--- config.mk ---
export PLATFORM = sky130hd
export DESIGN_NAME = cam_capture_ctrl
export DESIGN_NICKNAME = d
export VERILOG_FILES = /design/src/rtl/cam_capture_ctrl.sv
export SDC_FILE = /design/constraint.sdc
export NUM_CORES = 1
export LEC_CHECK = 0
export ABC_AREA = 1
export CAP_MARGIN = 20
export CORE_AREA = 2 2 99 101
export CTS_BUF_LIST = sky130_fd_sc_hd__clkbuf_8
export DETAILED_ROUTE_END_ITERATION = 8
export DIE_AREA = 0 0 101 103
export GPL_TIMING_DRIVEN = 1
export HOLD_SLACK_MARGIN = 0.12
export PLACE_DENSITY = 0.82
export SETUP_SLACK_MARGIN = 0.1
export SYNTH_ARGS = -nofsm -noshare
export SYNTH_HDL_FRONTEND = slang
export SYNTH_SLANG_ARGS = --single-unit
--- constraint.sdc ---
create_clock -name clk -period 3.5 [get_ports clk]
set_input_delay 0.7 -clock clk [delete_from_list [all_inputs] [get_ports clk]]
set_output_delay 0.7 -clock clk [all_outputs]
set_load 0.05 [all_outputs]
--- src/rtl/cam_capture_ctrl.sv ---
// cam_capture_ctrl: captures RGB444 frames from an 8-bit DVP camera into a frame buffer; CAM_CAPTURE_STATS_EN enables frame_cnt.
// Latency: mem_we one clk after the detected pclk edge of each second byte (about 3-4 clk after the pin edge).
// Backpressure: none; the frame buffer must accept every mem_we strobe.
module cam_capture_ctrl #(
    parameter int IMG_W = 160,
    parameter int IMG_H = 120,
    parameter int AW    = 15
) (
    input  logic          clk,
    input  logic          rst,
    input  logic          CAM_pclk,
    input  logic          CAM_vsync,
    input  logic          CAM_href,
    input  logic [7:0]    CAM_px_data,
    input  logic          start,
    input  logic          cont,
    output logic [AW-1:0] mem_addr,
    output logic [11:0]   mem_data,
    output logic          mem_we,
    output logic          busy,
    output logic          done,
    output logic          err,
    output logic [7:0]    frame_cnt
);
    localparam int            NPIX      = IMG_W * IMG_H;
    localparam logic [AW-1:0] LAST_ADDR = AW'(NPIX - 1);
    localparam logic [15:0]   LINE_PX   = 16'(IMG_W);
    localparam logic [15:0]   FRAME_LN  = 16'(IMG_H);

    typedef enum logic [1:0] {IDLE, WAIT_VS, CAPTURE, DONE} state_t;
    state_t state, state_nxt;

    logic       pclk_s1, pclk_s2, pclk_q;
    logic       vs_s1, vs_s2, vs_q;
    logic       href_s1, href_s2, href_q;
    logic [7:0] dat_d1, dat_d2;

    logic        phase, cont_q, full;
    logic [3:0]  r_hold;
    logic [15:0] line_px, line_cnt;

    logic pe, vs_fall, vs_rise, href_fall;
    logic start_ok, enter_cap, cap;

    always_ff @(posedge clk) begin
        if (rst) begin
            pclk_s1 <= 1'b0; pclk_s2 <= 1'b0; pclk_q <= 1'b0;
            vs_s1   <= 1'b0; vs_s2   <= 1'b0; vs_q   <= 1'b0;
            href_s1 <= 1'b0; href_s2 <= 1'b0; href_q <= 1'b0;
            dat_d1  <= 8'd0; dat_d2  <= 8'd0;
        end else begin
            pclk_s1 <= CAM_pclk;    pclk_s2 <= pclk_s1; pclk_q <= pclk_s2;
            vs_s1   <= CAM_vsync;   vs_s2   <= vs_s1;   vs_q   <= vs_s2;
            href_s1 <= CAM_href;    href_s2 <= href_s1; href_q <= href_s2;
            dat_d1  <= CAM_px_data; dat_d2  <= dat_d1;
        end
    end

    assign pe        = pclk_s2 & ~pclk_q;
    assign vs_fall   = vs_q & ~vs_s2;
    assign vs_rise   = ~vs_q & vs_s2;
    assign href_fall = href_q & ~href_s2;
    assign start_ok  = (state == IDLE) && start;
    assign enter_cap = (state == WAIT_VS) && vs_fall;
    assign cap       = (state == CAPTURE);

    always_ff @(posedge clk) begin
        if (rst) state <= IDLE;
        else     state <= state_nxt;
    end

    always_comb begin
        state_nxt = state;
        busy      = 1'b0;
        done      = 1'b0;
        case (state)
            IDLE:    if (start) state_nxt = WAIT_VS;
            WAIT_VS: begin
                busy = 1'b1;
                if (vs_fall) state_nxt = CAPTURE;
            end
            CAPTURE: begin
                busy = 1'b1;
                if (vs_rise) state_nxt = DONE;
            end
            DONE: begin
                done      = 1'b1;
                state_nxt = cont_q ? WAIT_VS : IDLE;
            end
            default: state_nxt = IDLE;
        endcase
    end

    always_ff @(posedge clk) begin
        if (rst) begin
            mem_addr <= '0;
            mem_data <= 12'd0;
            mem_we   <= 1'b0;
            err      <= 1'b0;
            cont_q   <= 1'b0;
            phase    <= 1'b0;
            full     <= 1'b0;
            r_hold   <= 4'd0;
            line_px  <= 16'd0;
            line_cnt <= 16'd0;
        end else begin
            mem_we <= 1'b0;
            if (start_ok) begin
                cont_q <= cont;
                err    <= 1'b0;
            end
            if (enter_cap) begin
                mem_addr <= '0;
                phase    <= 1'b0;
                full     <= 1'b0;
                line_px  <= 16'd0;
                line_cnt <= 16'd0;
            end else begin
                if (mem_we && mem_addr != LAST_ADDR) mem_addr <= mem_addr + AW'(1);
                if (cap && pe && href_s2) begin
                    if (!phase) begin
                        r_hold <= dat_d2[3:0];
                        phase  <= 1'b1;
                    end else begin
                        phase <= 1'b0;
                        if (line_px != 16'hFFFF) line_px <= line_px + 16'd1;
                        // Once the last address is written, further pixels only flag an error.
                        if (full) begin
                            err <= 1'b1;
                        end else begin
                            mem_we   <= 1'b1;
                            mem_data <= {r_hold, dat_d2};
                            if (mem_addr == LAST_ADDR) full <= 1'b1;
                        end
                    end
                end
                if (cap && href_fall) begin
                    phase   <= 1'b0;
                    line_px <= 16'd0;
                    if (line_cnt != 16'hFFFF) line_cnt <= line_cnt + 16'd1;
                    if (phase || line_px != LINE_PX) err <= 1'b1;
                end
                if (cap && vs_rise && line_cnt != FRAME_LN) err <= 1'b1;
            end
        end
    end

`ifdef CAM_CAPTURE_STATS_EN
    always_ff @(posedge clk) begin
        if (rst)                frame_cnt <= 8'd0;
        else if (state == DONE) frame_cnt <= frame_cnt + 8'd1;
    end
`else
    assign frame_cnt = 8'd0;
`endif

endmodule
==> impl_metrics.py <==
metrics = {
    "sta": {
        "setup_tns_ns": 0,
        "setup-violations-final": 0,
        "worst_pin_slew_ns": 0.558,
        "slew_violations": 0,
        "fmax_ghz": 0.365,
        "finalHoldViolCount": 0,
        "max_slew_margin": 0.627,
        "fin_skew_ns": 0.0149,
        "rsz0062_at_grt": "false",
        "fin_crit_sh": 0.783,
        "whs_ns": 0.412,
        "fin_crit_ns": 2.74,
    },
    "logic_synthesis": {
        "yosysTopAreaCellShare": 0.407,
        "synth.most_common_cell": "nand2_1",
        "synth_area_um2": 4670,
        "synth_commonest_cells": "160 x nand2_1, 128 x nor2_1, 95 x dfxtp_1",
        "ys_warn_count": 0,
        "synth_top_cells_by_area": "dfxtp_1 41%, nand2_1 13%, nor2_1 10%",
        "yosysSeqAreaShare": 0.407,
        "ys.flop_type": "dfxtp_1",
        "ys_async_sr_fraction": 0,
        "synth_cells": 673,
        "synth_area_leader_cell": "dfxtp_1",
        "synth_cell_types": 35,
        "syn_area_per_cell_um2": 6.94,
        "synth_edf_count": 0,
        "synth-seq-cells": 95,
    },
    "clock_network": {
        "clkLatencyLatePin_ns": 0.37,
        "tritoncts": "done",
        "clk_path_buf_depth": 2,
        "clock-root-buffer": "clkbuf_8",
        "cts_hold_buf": 0,
        "cts_buffers": 9,
        "clock-sinks": 95,
        "clkTransAtPathRegs_ns": 0.11,
        "cts_resized": 0,
        "post-cts-setup-buffer-count": 0,
        "htree_levels": 3,
    },
    "flow_run": {
        "cap_viol_max_count": 0,
    },
    "routing": {
        "first_iter_violations": 334,
        "totalWireLength_mm": 10.0,
        "dr_wl_met3_um": 510,
        "routed-wl-met2_mm": 4.83,
        "drtPass1Iterations": 6,
        "drc_errors": 0,
        "wl_met1_mm": 4.57,
        "via_per_inst": 5.06,
        "ant_nets": 0,
        "vias": 4223,
        "wl_per_cell_um": 12.0,
        "top_layer_used": "met4",
    },
    "hold_path": {
        "hold_path.class": "reg -> reg",
    },
    "floorplanning": {
        "die_w_um": 101,
        "dieArea_um2": 10400,
        "rows": 36,
        "start_util": 0.494,
        "core_area_um2": 9460,
        "die_h_um": 103,
        "pin_count": 54,
    },
    "worst_setup_path": {
        "crit_chain": "inv_1 > ha_1 > clkdlybuf4s50_1",
        "crit_path_max_incr_delay_ns": 0.82,
        "cp.arrival_ns": 2.04,
        "path_max_fanout": 6,
        "worstPathRequired_ns": 2.80,
        "endpoint_kind": "output port",
        "crit_path_start_kind": "flop",
        "slowest_stage": "clkdlybuf4s50_1",
        "setup.worst_path.class": "reg -> out",
    },
    "placement": {
        "place_hpwl_mm": 7.18,
        "gp_congestion": 0.871,
        "numPortBuffers": 45,
    },
    "global_route": {
        "grt.overflow.total": 0,
        "first_global_vias": 4014,
        "grt_usage": 0.200,
        "grt_antenna_before_repair": 0,
        "grt_pass1_wl_mm": 17.2,
        "grt_max_degree": 29,
    },
    "cells_and_area": {
        "nets": 740,
        "diodes": 0,
        "synthToLayoutAreaGrowth_pct": 14.7,
        "drive_above_1_share": 0.0778,
        "n_fill_cell": 844,
    },
    "power_and_ir_drop": {
        "ir_worst_vdd_mv": 0.408,
        "swShare": 0.295,
        "netSwitchingPower_uw": 614,
        "p_leak_nw": 2.13,
        "power_density_nw_per_um2": 389,
        "p_seq_frac": 0.539,
        "p_int_mw": 1.47,
        "pwr-share-clk": 0.354,
        "p_comb_frac": 0.108,
    },
    "run_status": {
        "status": "complete, no violations",
    },
}
==> path summary, 6_finish.rpt <==
| check | start | endpoint | slack [ns] | depth (start not counted) |
|---|---|---|---|---|
| worst max-delay path | state[0] | busy | 0.76 | 3 |
| worst min-delay path | dat_d1[6] | dat_d2[6] | 0.41 | 2 |
| worst max register to register | state[1] | line_px[10] | 1.42 | 7 |
| worst min register to register | dat_d1[6] | dat_d2[6] | 0.41 | 2 |
==> critical path, delay by kind of cell (launching register included) <==
family | cells | cell delay, ns
buf+inv | 2 | 0.93
flops | 1 | 0.43
fa+ha+maj | 1 | 0.32
==> flip-flops by register name, indices dropped and copies added, names as in the netlist, 2 cells and up <==
name	cells
line_px	16
mem_data	12
dat_d2	8
dat_d1	8
state	2
line_cnt	16
mem_addr	15
r_hold	4
==> power groups by stage <==
stage                     logic, mW  registers [mW]  clock network [mW]
after detailed placement      0.222            1.15                   0
after CTS                     0.224            1.12               0.749
after global routing          0.254            1.12               0.792
after global placement        0.213            1.14                   0
final                         0.224            1.12               0.736
after floorplan               0.166            1.14                   0
==> layout make-up <==
type                    instances  area [µm²]  area share
flip-flops and latches         95        1900       0.355
inverters                      75         283      0.0528
clock buffers                   9         124      0.0231
well taps                     114         143      0.0266
multi-input cells             485        2340       0.437
clock inverters                 7        86.3      0.0161
repair buffers                 49         480      0.0897
==> stage by stage <==
stage               utilization  total power, mW  instances  worst slack [ns]  instance area [µm²]
detailed placement        0.544             1.37        818             0.828                 5150
floorplan                     -             1.31        680              1.55                 4700
global placement          0.544             1.36        818             0.893                 5150
CTS                       0.567             2.09        834             0.751                 5360
global route              0.567             2.17        834             0.671                 5360
finish                    0.567             2.08        834             0.760                 5360
==> kinds of logic (layout without fill, tap and decap cells) <==
kind of cell / count (synthesis) / count (layout) / share of synthesized area
buffers and inverters: 100 / 140 / 0.0972
adders and majority gates: 10 / 10 / 0.0268
DFF: 95 / 95 / 0.407
AOI/OAI and AO/OA: 72 / 72 / 0.0855
and+or+nand+nor: 376 / 376 / 0.347
xor gates and xnor gates: 19 / 19 / 0.0356
other: 1 / 8 / 0.000803
==> cells in the final DEF (no fill, tap or decap), types with 4 or more instances in the layout <==
cell	netlist	final
nand3_1	42	42
ha_1	10	10
a21oi_1	37	37
nand4_1	16	16
inv_2	4	4
nand2_2	8	8
nand2_1	160	160
conb_1	1	8
buf_4	9	4
o21ai_0	15	15
nor2_1	128	128
dfxtp_1	95	95
o21ai_1	9	9
clkbuf_8	0	9
xor2_1	17	17
nor2_2	7	7
inv_1	70	70
clkdlybuf4s50_1	0	45
a21oi_2	9	9
==> per-layer routing <==
metal,global-route usage,vias to the layer above
met4,0.0759,0
met1,0.252,1895
met3,0.0373,19
met5,0,-
li1,-,2184
met2,0.343,125
(Power assumes the default switching activity.)
